$ cat config.mk
export PLATFORM = sky130hd
export DESIGN_NAME = lycan_pin_router_flat
export DESIGN_NICKNAME = d
export VERILOG_FILES = /design/src/rtl/lycan_pin_router_if.sv /design/src/rtl/lycan_pin_router.sv /design/src/flat_wrapper.sv
export SDC_FILE = /design/constraint.sdc
export NUM_CORES = 1
export LEC_CHECK = 0
export CORE_ASPECT_RATIO = 1.25
export CORE_MARGIN = 2
export CORE_UTILIZATION = 30
export DETAILED_ROUTE_END_ITERATION = 12
export PLACE_DENSITY = 0.45
export SYNTH_ARGS = -nofsm -noshare
export SYNTH_HDL_FRONTEND = slang
export SYNTH_SLANG_ARGS = --single-unit
$ cat constraint.sdc
create_clock -name clk -period 4.4 [get_ports clk]
set_clock_uncertainty 0.1 [all_clocks]
set_input_delay 0.66 -clock clk [delete_from_list [all_inputs] [get_ports clk]]
set_output_delay 0.66 -clock clk [all_outputs]
set_load 0.005 [all_outputs]
$ cat src/rtl/lycan_pin_router_if.sv
// Command packet bus into the pin router: a plain valid/ready handshake
// carrying one configuration packet per accepted cycle.
interface lycan_pin_router_if #(
    parameter int PACKET_WIDTH = 32
);
    logic [PACKET_WIDTH-1:0] pkt_data;
    logic                    pkt_valid;
    logic                    pkt_ready;

    modport master (
        output pkt_data,
        output pkt_valid,
        input  pkt_ready
    );

    modport slave (
        input  pkt_data,
        input  pkt_valid,
        output pkt_ready
    );
endinterface

$ cat src/rtl/lycan_pin_router.sv
// Runtime-configurable crossbar between peripheral slots and DUT pins, loaded
// through a shadow table that a COMMIT packet copies into the active table.
module lycan_pin_router #(
    parameter int NUM_DUT_PINS         = 16,
    parameter int NUM_PERIPHERALS      = 8,
    parameter int INPUTS_PER_PERIPH    = 3,
    parameter int OUTPUTS_PER_PERIPH   = 4,
    parameter int TRISTATES_PER_PERIPH = 1,
    parameter int PACKET_WIDTH         = 32
) (
    input  logic                                            clk,
    input  logic                                            rst,
    lycan_pin_router_if.slave                               pkt,
    input  logic [NUM_PERIPHERALS*OUTPUTS_PER_PERIPH-1:0]   periph_out,
    input  logic [NUM_PERIPHERALS*TRISTATES_PER_PERIPH-1:0] periph_oe,
    output logic [NUM_PERIPHERALS*INPUTS_PER_PERIPH-1:0]    periph_in,
    input  logic [NUM_DUT_PINS-1:0]                         dut_pin_in,
    output logic [NUM_DUT_PINS-1:0]                         dut_pin_out,
    output logic [NUM_DUT_PINS-1:0]                         dut_pin_oe,
    output logic                                            cfg_err
);
    localparam int PW  = $clog2(NUM_DUT_PINS);
    localparam int AW  = $clog2(NUM_PERIPHERALS);
    localparam int OW  = (OUTPUTS_PER_PERIPH > 1) ? $clog2(OUTPUTS_PER_PERIPH) : 1;
    localparam int IW  = (INPUTS_PER_PERIPH > 1) ? $clog2(INPUTS_PER_PERIPH) : 1;
    localparam int XW  = (OW > IW) ? OW : IW;
    localparam int OSW = (NUM_PERIPHERALS*OUTPUTS_PER_PERIPH > 1) ?
                         $clog2(NUM_PERIPHERALS*OUTPUTS_PER_PERIPH) : 1;
    localparam int TSW = (NUM_PERIPHERALS*TRISTATES_PER_PERIPH > 1) ?
                         $clog2(NUM_PERIPHERALS*TRISTATES_PER_PERIPH) : 1;
    localparam int TOP = PACKET_WIDTH - 3;

    if (2 + PW + AW + XW + 1 > PACKET_WIDTH) begin : g_width_check
        $error("lycan_pin_router: PACKET_WIDTH too small for command fields");
    end

    typedef enum logic [1:0] {
        OP_CLEAR  = 2'b00,
        OP_PINMAP = 2'b01,
        OP_INMAP  = 2'b10,
        OP_COMMIT = 2'b11
    } op_t;

    typedef enum logic {S_RUN, S_COPY} state_t;

    typedef struct packed {
        logic [AW-1:0] periph;
        logic [OW-1:0] out_idx;
        logic          en;
    } pin_entry_t;

    typedef struct packed {
        logic [PW-1:0] pin;
        logic          en;
    } in_entry_t;

    pin_entry_t shadow_pin [NUM_DUT_PINS];
    pin_entry_t active_pin [NUM_DUT_PINS];
    in_entry_t  shadow_in  [NUM_PERIPHERALS][INPUTS_PER_PERIPH];
    in_entry_t  active_in  [NUM_PERIPHERALS][INPUTS_PER_PERIPH];

    state_t state, state_next;
    logic   ready, accept, copy;

    // Field decode; both layouts are packed from just below the opcode.
    op_t           op;
    logic [PW-1:0] pm_pin;
    logic [AW-1:0] pm_periph;
    logic [OW-1:0] pm_out;
    logic          pm_en, pm_ok;
    logic [AW-1:0] im_periph;
    logic [IW-1:0] im_idx;
    logic [PW-1:0] im_pin;
    logic          im_en, im_ok;
    logic          unused_pkt_lsbs;

    assign op        = op_t'(pkt.pkt_data[PACKET_WIDTH-1 -: 2]);
    assign pm_pin    = pkt.pkt_data[TOP -: PW];
    assign pm_periph = pkt.pkt_data[TOP-PW -: AW];
    assign pm_out    = pkt.pkt_data[TOP-PW-AW -: OW];
    assign pm_en     = pkt.pkt_data[TOP-PW-AW-OW];
    assign im_periph = pkt.pkt_data[TOP -: AW];
    assign im_idx    = pkt.pkt_data[TOP-AW -: IW];
    assign im_pin    = pkt.pkt_data[TOP-AW-IW -: PW];
    assign im_en     = pkt.pkt_data[TOP-AW-IW-PW];
    assign unused_pkt_lsbs = ^pkt.pkt_data;

    assign pm_ok = (int'(pm_pin) < NUM_DUT_PINS) && (int'(pm_periph) < NUM_PERIPHERALS) &&
                   (int'(pm_out) < OUTPUTS_PER_PERIPH);
    assign im_ok = (int'(im_pin) < NUM_DUT_PINS) && (int'(im_periph) < NUM_PERIPHERALS) &&
                   (int'(im_idx) < INPUTS_PER_PERIPH);

    always_ff @(posedge clk) begin
        if (rst) state <= S_RUN;
        else     state <= state_next;
    end

    always_comb begin
        // NOTE: every output of this block is defaulted first so no path can leave one
        // unassigned, which would otherwise infer a latch.
        state_next = state;
        ready      = 1'b0;
        copy       = 1'b0;
        case (state)
            S_RUN: begin
                ready = !rst;
                if (pkt.pkt_valid && ready && op == OP_COMMIT) state_next = S_COPY;
            end
            S_COPY: begin
                copy       = 1'b1;
                state_next = S_RUN;
            end
            default: state_next = S_RUN;
        endcase
    end

    assign accept        = pkt.pkt_valid && ready;
    assign pkt.pkt_ready = ready;

    always_ff @(posedge clk) begin
        if (rst) begin
            // NOTE: the tables are reset explicitly because reset must leave every route
            // disabled, not merely holding whatever was last written.
            for (int k = 0; k < NUM_DUT_PINS; k++) shadow_pin[k] <= '0;
            for (int p = 0; p < NUM_PERIPHERALS; p++)
                for (int i = 0; i < INPUTS_PER_PERIPH; i++) shadow_in[p][i] <= '0;
        end else if (accept) begin
            if (op == OP_PINMAP && pm_ok)
                shadow_pin[pm_pin] <= '{periph: pm_periph, out_idx: pm_out, en: pm_en};
            if (op == OP_INMAP && im_ok)
                shadow_in[im_periph][im_idx] <= '{pin: im_pin, en: im_en};
        end
    end

    always_ff @(posedge clk) begin
        if (rst) begin
            for (int k = 0; k < NUM_DUT_PINS; k++) active_pin[k] <= '0;
            for (int p = 0; p < NUM_PERIPHERALS; p++)
                for (int i = 0; i < INPUTS_PER_PERIPH; i++) active_in[p][i] <= '0;
        end else if (copy) begin
            active_pin <= shadow_pin;
            active_in  <= shadow_in;
        end
    end

    always_ff @(posedge clk) begin
        if (rst) begin
            cfg_err <= 1'b0;
        end else if (accept) begin
            if (op == OP_CLEAR)
                cfg_err <= 1'b0;
            else if ((op == OP_PINMAP && !pm_ok) || (op == OP_INMAP && !im_ok))
                cfg_err <= 1'b1;
        end
    end

    // Routing muxes; the enable of output o is tristate (o mod TRISTATES_PER_PERIPH).
    logic [NUM_DUT_PINS-1:0]                      route_out, route_oe;
    logic [NUM_PERIPHERALS*INPUTS_PER_PERIPH-1:0] route_in;
    logic [NUM_DUT_PINS-1:0]                      sync_q1, sync_q2;
    logic [OSW-1:0]                               o_sel;
    logic [TSW-1:0]                               t_sel;

    always_comb begin
        route_out = '0;
        route_oe  = '0;
        route_in  = '0;
        o_sel     = '0;
        t_sel     = '0;
        for (int k = 0; k < NUM_DUT_PINS; k++) begin
            o_sel = OSW'(int'(active_pin[k].periph) * OUTPUTS_PER_PERIPH +
                         int'(active_pin[k].out_idx));
            t_sel = TSW'(int'(active_pin[k].periph) * TRISTATES_PER_PERIPH +
                         (int'(active_pin[k].out_idx) % TRISTATES_PER_PERIPH));
            route_out[k] = active_pin[k].en & periph_out[o_sel];
            route_oe[k]  = active_pin[k].en & periph_oe[t_sel];
        end
        for (int p = 0; p < NUM_PERIPHERALS; p++)
            for (int i = 0; i < INPUTS_PER_PERIPH; i++)
                route_in[p*INPUTS_PER_PERIPH+i] = active_in[p][i].en & sync_q2[active_in[p][i].pin];
    end

    always_ff @(posedge clk) begin
        if (rst) begin
            sync_q1     <= '0;
            sync_q2     <= '0;
            dut_pin_out <= '0;
            dut_pin_oe  <= '0;
            periph_in   <= '0;
        end else begin
            // NOTE: non-blocking so sync_q2 takes the previous sync_q1, giving two real
            // synchroniser stages instead of one collapsed flop.
            sync_q1     <= dut_pin_in;
            sync_q2     <= sync_q1;
            dut_pin_out <= route_out;
            dut_pin_oe  <= route_oe;
            periph_in   <= route_in;
        end
    end
endmodule

$ cat src/flat_wrapper.sv
// flat-port wrapper written by rule: the top's interface ports become plain ports
module lycan_pin_router_flat 
#(
    parameter int NUM_DUT_PINS         = 16,
    parameter int NUM_PERIPHERALS      = 8,
    parameter int INPUTS_PER_PERIPH    = 3,
    parameter int OUTPUTS_PER_PERIPH   = 4,
    parameter int TRISTATES_PER_PERIPH = 1,
    parameter int PACKET_WIDTH         = 32
)
  (clk, rst, periph_out, periph_oe, periph_in, dut_pin_in, dut_pin_out, dut_pin_oe, cfg_err, pkt_pkt_data, pkt_pkt_valid, pkt_pkt_ready);
  lycan_pin_router_if #(.PACKET_WIDTH(PACKET_WIDTH)) pkt_i ();
  input  logic clk;
  input  logic rst;
  input  logic [NUM_PERIPHERALS*OUTPUTS_PER_PERIPH-1:0] periph_out;
  input  logic [NUM_PERIPHERALS*TRISTATES_PER_PERIPH-1:0] periph_oe;
  output logic [NUM_PERIPHERALS*INPUTS_PER_PERIPH-1:0] periph_in;
  input  logic [NUM_DUT_PINS-1:0] dut_pin_in;
  output logic [NUM_DUT_PINS-1:0] dut_pin_out;
  output logic [NUM_DUT_PINS-1:0] dut_pin_oe;
  output logic cfg_err;
  input wire logic [$bits(pkt_i.pkt_data)-1:0] pkt_pkt_data;
  input wire logic [$bits(pkt_i.pkt_valid)-1:0] pkt_pkt_valid;
  output wire logic [$bits(pkt_i.pkt_ready)-1:0] pkt_pkt_ready;
  assign pkt_i.pkt_data = pkt_pkt_data;
  assign pkt_i.pkt_valid = pkt_pkt_valid;
  assign pkt_pkt_ready = pkt_i.pkt_ready;
  lycan_pin_router #(.NUM_DUT_PINS(NUM_DUT_PINS), .NUM_PERIPHERALS(NUM_PERIPHERALS), .INPUTS_PER_PERIPH(INPUTS_PER_PERIPH), .OUTPUTS_PER_PERIPH(OUTPUTS_PER_PERIPH), .TRISTATES_PER_PERIPH(TRISTATES_PER_PERIPH), .PACKET_WIDTH(PACKET_WIDTH)) u_core (.clk(clk), .rst(rst), .pkt(pkt_i), .periph_out(periph_out), .periph_oe(periph_oe), .periph_in(periph_in), .dut_pin_in(dut_pin_in), .dut_pin_out(dut_pin_out), .dut_pin_oe(dut_pin_oe), .cfg_err(cfg_err));
endmodule
==> impl_metrics.yaml <==
place:
  placed_cells: 3414
  hpwlAfterDp_um: 48300
  port_buffers: 128
  gpl.final_weighted_congestion: 0.810
worst_setup_path:
  end_of_the_worst_register_to_register_path: "u_core.shadow_in[77]$_SDFFE_PP0P_"
  crit_end: "u_core.shadow_in[77]$_SDFFE_PP0P_"
  r2r_slack_ps: 1740
  crit_path_max_fanout: 20
  critical_path_end_type: "register"
  cp-startpoint: "pkt_pkt_data[26]"
  critPathKind: "in -> reg"
  cp_data_arrival_time_ps: 3170
  rr_startpoint: "u_core.state$_SDFF_PP0_"
  worstSetupStartpointType: "primary input"
  worst_r2r_path_depth: 5
  timing.critical_path.required_ps: 4780
cts:
  clock_tree.buffer_depth: 3
  post_cts_resize_count: 0
  clock_tree.root_cell: "clkbuf_16"
  cts_tree: "yes"
  post_cts_hold_buffer_count: 0
  cts_setup_buffers: 0
  numClockSinks: 522
  clk_pin_slew_worst_paths_ps: 60
  clock_tree.htree_level_count: 2
  clk-insertion-delay-late_ps: 640
  cts_made_buffers: 57
route:
  via_per_inst: 5.46
  drt-total-wl_um: 85800
  drcViolationCount: 0
  first_iter_violations: 1738
  routed_wire_length_per_instance_um: 24.4
  route.vias.total: 19200
  detail-route-antenna-nets: 0
  firstDrtPassIters: 6
finish:
  antenna_cells: 0
  filler_cell_count: 8767
  fin_nets: 2386
  post_route_cells_drive_above_1_share_pct: 19.4
  final_core_util_pct: 34.6
  fin_cells: 3518
  layout-area-overhead-vs-synth_pct: 14.5
  area.sequential_um2: 10500
  multi_input_comb_area_um2: 15000
logic_synthesis:
  postSynthCellCount: 2350
  post_synth.cell_area_avg_um2: 11.3
  synthMostInstantiatedCell: "dfxtp_1"
  netlist_top_cells_count: "522 x dfxtp_1, 468 x mux2i_1, 435 x nor2_1"
  synth_edf_count: 0
  yosysWarningCount: 0
  cell_taking_the_most_area_after_synthesis: "dfxtp_1"
  synth_area_leaders: "dfxtp_1 39%, mux4_2 22%, mux2i_1 18%"
  synthFlopType: "dfxtp_1"
  synth_top_cell_area_share_pct: 39.2
  ys_ff_latch: 522
  synth_cell_type_count: 42
  syn_nets: 2441
  synth-async-reset-ratio_pct: 0
  synth.yosys.seq_area_share_pct: 39.2
  synth_area_um2: 26700
timing:
  final_period_minus_worst_setup_slack_ps: 2790
  finalMaxSlewViolations: 0
  rsz0062_at_grt: "no"
  setup-violations-final: 0
  fin_tns_setup_ps: 0
  finalHoldViolations: 0
  slew-limit-headroom_pct: 9.94
  final_min_period_over_clock_period_pct: 63.5
  timing_worst_slew_pin_value_ps: 1350
  timing.fmax_mhz: 358
global_routing:
  antenna_found_initial: 2
  vias_in_the_first_global_route: 18800
  track_usage_pct: 18.5
  largest_net_degree_at_the_start_of_global_routing: 104
  wire_length_of_the_first_global_routing_pass_um: 127000
  grt_remaining_overflow: 0
power:
  power_density_nw_per_um2: 344
  power_frac_seq_pct: 45.2
  power.share.clock_pct: 47.1
  power.leakage_nw: 9.73
  worst_ir_drop_vdd_mv: 0.285
  power.internal_w: 0.00793
  comb_power_share_pct: 7.6
  sw_frac_of_total_pct: 24.5
  net_switching_power_figure_w: 0.00258
hold_path:
  class_of_the_tightest_hold_or_removal_check: "reg -> reg"
floorplanning:
  die_x_um: 271
  design.die.area_um2: 91300
  placementRows: 122
  fp.coreArea_um2: 88200
  boundaryPins: 149
  floorplan.die.height_um: 337
  starting_density_of_the_core_pct: 30.2
status:
  outcome: "completed"
job:
  max-cap-violations: 0
layout by cell type (no fill, tap or decap), types with 5 or more instances in the layout:
master           count
mux2_2              18
nor2_1             435
clkbuf_16           57
o311a_1             15
a311oi_1            19
nand4bb_1            5
nand3b_1            15
nor2b_1             35
nand2_1              6
nor4_4              14
inv_1                6
a21oi_1             40
and3b_1             24
bufinv_16            5
nand3_1             40
clkinv_2             6
mux4_2             264
a31oi_1             12
nand2b_1            30
clkdlybuf4s50_1    121
o21ai_0             55
buf_4               44
dfxtp_1            521
nor3_2               8
or4b_1               7
mux2i_1            468
clkbuf_8            12
clkbuf_1            17
state kept, by name, indices dropped and copies added (netlist names):
| register | cells |
|---|---|
| u_core.active_in | 120 |
| u_core.active_pin | 96 |
| u_core.cfg_err | 1 |
| u_core.dut_pin_oe | 16 |
| u_core.dut_pin_out | 16 |
| u_core.periph_in | 24 |
| u_core.shadow_in | 120 |
| u_core.shadow_pin | 96 |
| u_core.state | 1 |
| u_core.sync_q1 | 16 |
| u_core.sync_q2 | 16 |
routing by layer:
metal  GRT usage (%)  wire, µm
met5               0        27
met4            7.95      3690
met3            3.39      5950
met2            30.9     40700
met1            23.3     35400
worst max-delay path, cell delays in order:
cell and delay, ps:
clkdlybuf4s50_1 800, nand2b_1 410, or4_1 880, o21ai_0 310, a21oi_1 90
layout make-up:
cell class / count / share of cell area [%]
inverters: 6 / 0.0738
flip-flops and latches: 522 / 34.2
multi-input cells: 1537 / 49.2
clock buffers: 86 / 5.42
repair buffers: 171 / 5.28
well taps: 1178 / 4.83
clock inverters: 18 / 0.922
cells by family after synthesis:
kind of cell           Yosys count  share of synthesized area (%)
multiplexers                   750                           40.6
flip-flops                     522                           39.2
buffers and inverters          291                           4.46
AO/OA/AOI/OAI                  147                           3.43
AND/OR/NAND/NOR                640                           12.3
per-stage QoR:
step | hold slack, ps | setup slack [ps] | power [W] | cell area (µm²)
after floorplan | 314 | 1920 | 0.00531 | 26700
after CTS | 339 | 1550 | 0.0107 | 30500
after detailed placement | 325 | 1020 | 0.00566 | 28600
after global routing | 355 | 1480 | 0.0109 | 30500
after global placement | 322 | 1070 | 0.00565 | 28600
final | 335 | 1610 | 0.0105 | 30500
power groups by stage:
stage	Sequential (W)	Combinational (W)	Clock, W
final	0.00476	0.000803	0.00495
after global routing	0.00475	0.000832	0.00532
after CTS	0.00476	0.000798	0.00513
after detailed placement	0.00486	0.000796	0
after global placement	0.00486	0.000785	0
after floorplan	0.00486	0.000452	0
worst min path at each step:
stage | startpoint | endpoint | slack [ps] | depth (start not counted)
2_1_floorplan | u_core.sync_q1[0]$_SDFF_PP0_ | u_core.sync_q2[0]$_SDFF_PP0_ | 310 | 1
3_3_place_gp | u_core.sync_q1[14]$_SDFF_PP0_ | u_core.sync_q2[14]$_SDFF_PP0_ | 320 | 1
3_5_place_dp | u_core.sync_q1[7]$_SDFF_PP0_ | u_core.sync_q2[7]$_SDFF_PP0_ | 320 | 1
4_1_cts | u_core.sync_q1[7]$_SDFF_PP0_ | u_core.sync_q2[7]$_SDFF_PP0_ | 340 | 1
5_1_grt | u_core.sync_q1[11]$_SDFF_PP0_ | u_core.sync_q2[11]$_SDFF_PP0_ | 350 | 1
6_report | u_core.sync_q1[8]$_SDFF_PP0_ | u_core.sync_q2[8]$_SDFF_PP0_ | 330 | 1
Power figures use the tool's default switching activity.
